### src/rtl/load_lane_ctrl.sv
// Bus-read sequencer feeding the AND-mask filter: word-aligned read, captured data plus byte-lane mask.
// Optional WAIT timeout abort is compiled in with `define LOAD_LANE_TIMEOUT_EN.
module load_lane_ctrl #(
    parameter int TIMEOUT_CYCLES = 16,
    parameter int ADDR_W         = 32
) (
    input  logic              clk,
    input  logic              rst,
    input  logic              start,
    input  logic [ADDR_W-1:0] addr,
    input  logic [1:0]        size,
    output logic              busy,
    output logic              done,
    output logic              err,
    output logic [ADDR_W-1:0] bus_addr,
    output logic              bus_rd,
    input  logic              bus_ack,
    input  logic [31:0]       bus_data,
    output logic [31:0]       data_out,
    output logic [31:0]       mask_out
);

    typedef enum logic [1:0] {
        S_IDLE,
        S_REQ,
        S_WAIT,
        S_DONE
    } state_t;

    state_t state_reg, state_next;

    logic [ADDR_W-1:0] bus_addr_reg;
    logic [31:0]       mask_lat_reg;
    logic [31:0]       data_out_reg;
    logic [31:0]       mask_out_reg;
    logic              err_reg;

    logic [3:0]  lane_en;
    logic [31:0] mask_calc;
    logic        illegal;
    logic        accept;
    logic        reject;
    logic        timeout_hit;

    // Each byte lane decides independently whether the access covers it.
    genvar gi;
    generate
        for (gi = 0; gi < 4; gi++) begin : g_lane
            localparam logic [1:0] LANE = 2'(gi);
            assign lane_en[gi] = (size == 2'd0) ? (addr[1:0] == LANE) :
                                 (size == 2'd1) ? (addr[1] == LANE[1]) :
                                                  1'b1;
            assign mask_calc[8*gi +: 8] = {8{lane_en[gi]}};
        end
    endgenerate

    assign illegal = (size == 2'd3)
                   || ((size == 2'd1) && addr[0])
                   || ((size == 2'd2) && (addr[1:0] != 2'b00));
    assign accept  = (state_reg == S_IDLE) && start && !illegal;
    assign reject  = (state_reg == S_IDLE) && start && illegal;

`ifdef LOAD_LANE_TIMEOUT_EN
    localparam int CNT_W = $clog2(TIMEOUT_CYCLES + 1);
    logic [CNT_W-1:0] wait_cnt_reg;

    // Abort on the last allowed WAIT cycle only if ack is absent; a coincident ack completes normally.
    assign timeout_hit = (state_reg == S_WAIT) && !bus_ack
                       && (wait_cnt_reg == CNT_W'(TIMEOUT_CYCLES - 1));

    always_ff @(posedge clk) begin
        if (rst) begin
            wait_cnt_reg <= '0;
        end else if (state_reg == S_REQ) begin
            wait_cnt_reg <= '0;
        end else if ((state_reg == S_WAIT) && !bus_ack) begin
            wait_cnt_reg <= wait_cnt_reg + 1'b1;
        end
    end
`else
    assign timeout_hit = 1'b0;
    // TIMEOUT_CYCLES has no effect when the timeout is not built in.
    generate
        if (TIMEOUT_CYCLES < 1) begin : g_no_timeout
        end
    endgenerate
`endif

    always_ff @(posedge clk) begin
        if (rst) begin
            state_reg <= S_IDLE;
        end else begin
            state_reg <= state_next;
        end
    end

    always_comb begin
        state_next = state_reg;
        unique case (state_reg)
            S_IDLE: if (accept) state_next = S_REQ;
            S_REQ:  state_next = S_WAIT;
            S_WAIT: begin
                if (bus_ack) begin
                    state_next = S_DONE;
                end else if (timeout_hit) begin
                    state_next = S_IDLE;
                end
            end
            S_DONE: state_next = S_IDLE;
            default: state_next = S_IDLE;
        endcase
    end

    always_ff @(posedge clk) begin
        if (rst) begin
            bus_addr_reg <= '0;
            mask_lat_reg <= '0;
            data_out_reg <= '0;
            mask_out_reg <= '0;
            err_reg      <= 1'b0;
        end else begin
            err_reg <= reject || timeout_hit;
            if (accept) begin
                bus_addr_reg <= {addr[ADDR_W-1:2], 2'b00};
                mask_lat_reg <= mask_calc;
            end
            // Outputs only change on a completed read, so rejects and aborts leave them intact.
            if ((state_reg == S_WAIT) && bus_ack) begin
                data_out_reg <= bus_data;
                mask_out_reg <= mask_lat_reg;
            end
        end
    end

    assign busy     = (state_reg != S_IDLE);
    assign done     = (state_reg == S_DONE);
    assign bus_rd   = (state_reg == S_REQ) || (state_reg == S_WAIT);
    assign err      = err_reg;
    assign bus_addr = bus_addr_reg;
    assign data_out = data_out_reg;
    assign mask_out = mask_out_reg;

endmodule
### config.mk
export PLATFORM = sky130hd
export DESIGN_NAME = load_lane_ctrl
export DESIGN_NICKNAME = d
export VERILOG_FILES = /design/src/rtl/load_lane_ctrl.sv
export SDC_FILE = /design/constraint.sdc
export NUM_CORES = 1
export LEC_CHECK = 0
export CORE_ASPECT_RATIO = 2
export CORE_UTILIZATION = 38
export DETAILED_ROUTE_END_ITERATION = 16
export PLACE_DENSITY = 0.84
export REMOVE_ABC_BUFFERS = 1
export SYNTH_ARGS = -nofsm -noshare
export SYNTH_HDL_FRONTEND = slang
export SYNTH_SLANG_ARGS = --single-unit
### constraint.sdc
create_clock -name clk -period 1.6 [get_ports clk]
set_input_delay 0.32 -clock clk [delete_from_list [all_inputs] [get_ports clk]]
set_output_delay 0.32 -clock clk [all_outputs]
set_load 0.03 [all_outputs]
== Word-level counts from Yosys, hierarchy flattened ==
Cells that the tools add are included.

* Add/sub/neg operators: 0
* Multipliers: 0
* Divide/modulo/power cells: 0
* $lt $le $gt $ge: 0
* Equality and inequality tests: 11
* Shift-type cells: 0
* Mux-type cells: 9
* Bitwise logic cells: 1
* Reductions and logical operators: 16

{| class="wikitable"
|+ Operators with widths
! kind !! count
|-
| $eq A2 B2 Y1 const B || 6
|-
| $pmux W2 S4 || 1
|-
| $eq A2 B1 Y1 const B || 3
|-
| $logic_and A1 B1 Y1 || 6
|-
| $logic_not A2 Y1 || 3
|-
| $mux W1 || 6
|-
| $mux W2 || 2
|-
| $ne A2 B2 Y1 const B || 2
|-
| $reduce_bool A2 Y1 || 2
|-
| $logic_or A1 B1 Y1 || 3
|-
| $reduce_and A2 Y1 || 1
|-
| $logic_not A1 Y1 || 1
|-
| $not A1 Y1 || 1
|}

* Bits in registers: 115
* Latch bits: 0
* Memory bits (writable): 0
* Memory bits (read-only): 0
* Input port bits: 70
* Output and inout port bits: 100
* Logic and storage cells: 43
* Memories kept: 0

== Longest topological paths before layout ==
* Word-level depth: 8
* Gate-level depth with buffers: 8
* Mapped depth without buffers: 6

== Worst setup path before layout ==
No wires, ideal clock.

* Kind: flip-flop to flip-flop
* From: register state_reg[1]
* To: register bus_addr_reg[10], in the netlist bus_addr[10]
* Setup time: 132 ps
* Data arrival time: 1,342 ps
* Data required time: 1,468 ps
* Path slack: 126 ps
* Cell stages (with the launch flop): 9
* Period minus slack after synthesis: 1,474 ps
* Cell sequence: dfxtp_1 inv_1 ha_1 nand2_1 o21ba_1 buf_4 buf_4 nand2_1 a21oi_1

* Word-level cells in the longest chain between the ends: 3

{| class="wikitable"
|+ RTL lines
! item !! line !! RTL
|-
| start: declaration || 30 || <nowiki>state_t state_reg, state_next;</nowiki>
|-
| start signal: assignment || 93 || <nowiki>state_reg <= state_next;</nowiki>
|-
| $logic_not A2 Y1 || 60 || <nowiki>assign accept = (state_reg == S_IDLE) && start && !illegal;</nowiki>
|-
| $logic_and A1 B1 Y1 (2 in a row) || 60 ||
|-
| end signal: assignment || 124 || <nowiki>bus_addr_reg <= {addr[ADDR_W-1:2], 2'b00};</nowiki>
|-
| end: declaration || 32 || <nowiki>logic [ADDR_W-1:0] bus_addr_reg;</nowiki>
|}

No other way between the ends.
A chain may end at the register's enable or synchronous reset.

== Final worst setup path ==
* From: register state_reg[1]
* To: register state_reg[1]

* Word-level cells in the longest chain between the ends: 5
* Elaborated cells on any way between the ends: 10
* Those cells by class: 5 x eq/ne; 1 x mux; 4 x reduce/logical

{| class="wikitable"
|+ RTL lines
! item !! line
|-
| $logic_not A2 Y1 || 60, 99
|-
| $logic_and A1 B1 Y1 (2 in a row) || 60
|-
| $ne A2 B2 Y1 (no source line) || --
|-
| $reduce_and A2 Y1 (no source line) || --
|}

Several ways; a longest one is shown, not always the timed one.

==> impl_metrics.yaml <==
logic_synthesis:
  synth_top_area_share_pct: 50.15
  synth_warnings: 0
  ys_seq_elements: 73
  seq_area_frac_synth_pct: 50.15
  synth_area_leaders: "dfxtp_1 50%, nand2_1 17%, a21oi_1 11%, buf_4 8.8%, ha_1 1.7%"
  synthCells: 367
  synth_area_um2: 2914
  synth_cell_types: 29
  syn_avg_cell_area_um2: 7.940
  synth_top_cell_by_area: "dfxtp_1"
clock_network:
  htreeDepth: 3
  cts_buffers: 9
  cts_root_buffer: "clkbuf_16"
  numClockSinks: 73
  cts_tree: "done"
  cts_buffer_depth: 2
  clkTransAtPathRegs_ns: 0.05
  clk_latency_ns: 0.32
  cts_hold_buffers: 0
detailed_routing:
  drt_pass1_iterations: 4
  vias_per_cell: 4.763
  wl_per_cell_um: 13.19
  drc: 0
  ant_nets: 0
  num_vias: 2910
  drt_iter0_markers: 138
  wl_mm: 8.059
setup_path:
  r2r_end: "state_reg[1]$_SDFFE_PP0P_"
  r2r_start: "state_reg[1]$_SDFFE_PP0P_"
  arrival_ns: 1.81
  r2r_cells: 5
  endpoint_kind: "flip-flop"
  crit_path_end: "state_reg[1]$_SDFFE_PP0P_"
  crit_fanout: 4
  worstSetupStartpointType: "flip-flop"
  critPathLaunch: "state_reg[1]$_SDFFE_PP0P_"
  crit_type: "reg -> reg"
  rrSetupSlack_ns: 0.04
  crit_required_ns: 1.86
final_layout:
  nets: 589
  largest_reg_flops: 32
  layout-drive-gt1-share_pct: 8.478
  area_growth_pct: 63.50
  num_antenna_cells: 0
  fin_cells: 611
timing:
  rsz0062_at_grt: "yes"
  whs_ns: 0.2730
  period_minus_slack_ns: 1.555
  finalHoldViolCount: 0
  slew_violations: 0
  max_freq_mhz: 643.0
  setup_slack_ns: 0.04485
  fin_skew_ns: 0.004083
  setup_tns_ns: 0
  period_share_pct: 97.20
  setup_viol: 0
placement:
  gp_congestion: 0.7652
  dp_hpwl_mm: 6.016
  place_inst: 594
  io_buffers: 167
  dp_slack_ns: -0.2588
global_route:
  grt_pass1_vias: 2932
  grt_pass1_wl_mm: 13.03
  grt_max_degree: 37
  gr-total-overflow: 0
  antenna_found_initial: 0
  grt_usage_pct: 20.69
run_status:
  status: "finished, final reports clean"
power:
  cellPowerDensity_nw_per_um2: 1158
  p_leak_nw: 2.192
  vdd_ir_drop_max_uv: 873.5
min_path:
  worstHoldPathType: "in -> reg"
die:
  die_h_um: 125.8
  die_w_um: 63.92
  design.core.area_um2: 7322
  io_pins: 170
  initial_core_util_pct: 39.80
  die_area_um2: 8044
  rows: 44
flow_run:
  maxCapViolCount: 0
synthesized netlist by cell type (all sizes together):
cell and instances:
a2111oi 1, a211oi 5, a21o 1, a21oi 67, a31oi 1, and2 1, buf 40, clkbuf 12
conb 1, dfxtp 73, ha 4, inv 4, nand2 135, nand2b 1, nand3 1, nand4 1
nor2 6, nor2b 3, nor3 3, nor4 1, nor4b 1, o21ai 2, o21ba 1, o21bai 1
or4b 1
where the power goes:
| part | total, mW | switching (mW) | internal (mW) |
|---|---|---|---|
| clock network | 1.74 | 0.657 | 1.08 |
| logic | 1.68 | 0.963 | 0.715 |
| registers | 2.10 | 0.0931 | 2.01 |
area by class of cell:
type                            count  area, µm²
Clock buffer                       15      257.7
Fill cell                         662       2557
Inverter                            4      15.01
Multi-Input combinational cell    239       1135
Sequential cell                    73       1466
Tap cell                           92      115.1
Timing Repair Buffer              188       1775
per-layer routing:
layer	part of all wire [%]	track usage (%)	wire length (µm)	up-vias
met1	33	19.07	2698	1321
met2	58	40.30	4704	128
met4	1.8	8.422	148	0
li1	-	-	-	1447
met5	0	0	0	-
met3	6.3	6.069	507	14
placed cells by master (no fill, tap or decap), types with 2 or more instances in the layout:
cell and n:
inv_2 2, inv_1 2, conb_1 2, nor2_1 6
nand2_1 135, clkdlybuf4s50_1 67, ha_1 3, nor3_1 2
a21oi_1 66, dfxtp_1 71, clkbuf_1 5, buf_12 4
a211oi_1 5, dlygate4sd2_1 94, clkbuf_16 10, buf_4 17
clkdlybuf4s15_1 2, nor2b_1 3
critical path: stages, from the launching register on:
cell and delay [ns]:
dfxtp_4 0.35, buf_4 0.13, ha_1 0.21, nor2b_1 0.18, or4b_1 0.51, nand3_1 0.09
cells by family (layout without fill, tap and decap cells):
| group | after synthesis | count (layout) | synth area share, % |
|---|---|---|---|
| other cells | 1 | 2 | 0.1287 |
| fa+ha+maj | 4 | 4 | 1.718 |
| flops | 73 | 73 | 50.15 |
| buf+inv | 56 | 207 | 11.85 |
| compound gates | 79 | 79 | 14.77 |
| simple gates | 154 | 154 | 21.38 |
worst min-delay path by stage:
stage | from | endpoint | slack, ns | cells past startpoint
floorplan | rst | bus_addr[10]$_SDFFE_PP0P_ | 0.39 | 1
global placement | bus_addr[9]$_SDFFE_PP0P_ | bus_addr[9]$_SDFFE_PP0P_ | 0.44 | 2
detailed placement | data_out[30]$_SDFFE_PP0P_ | data_out[30]$_SDFFE_PP0P_ | 0.45 | 2
CTS | rst | state_reg[0]$_SDFFE_PP0P_ | 0.27 | 2
global route | rst | state_reg[0]$_SDFFE_PP0P_ | 0.28 | 2
finish | rst | state_reg[0]$_SDFFE_PP0P_ | 0.27 | 2
metrics by stage:
| stage | cell area [µm²] | power (mW) | utilization [%] |
|---|---|---|---|
| floorplan | 2587 | 2.975 | - |
| global placement | 4561 | 3.777 | 62.29 |
| detailed placement | 4561 | 3.833 | 62.29 |
| CTS | 4715 | 5.510 | 64.39 |
| global route | 4765 | 5.800 | 65.07 |
| finish | 4765 | 5.517 | 65.07 |
timing repair:
action	CTS	global route
endpoints found under the setup margin	99	19
pin swaps	0	0
resized for setup	101	8
setup buffers	1	0
cloned	0	1
endpoints found under the hold margin	0	0
No activity file was read; power rests on OpenSTA's default activity.
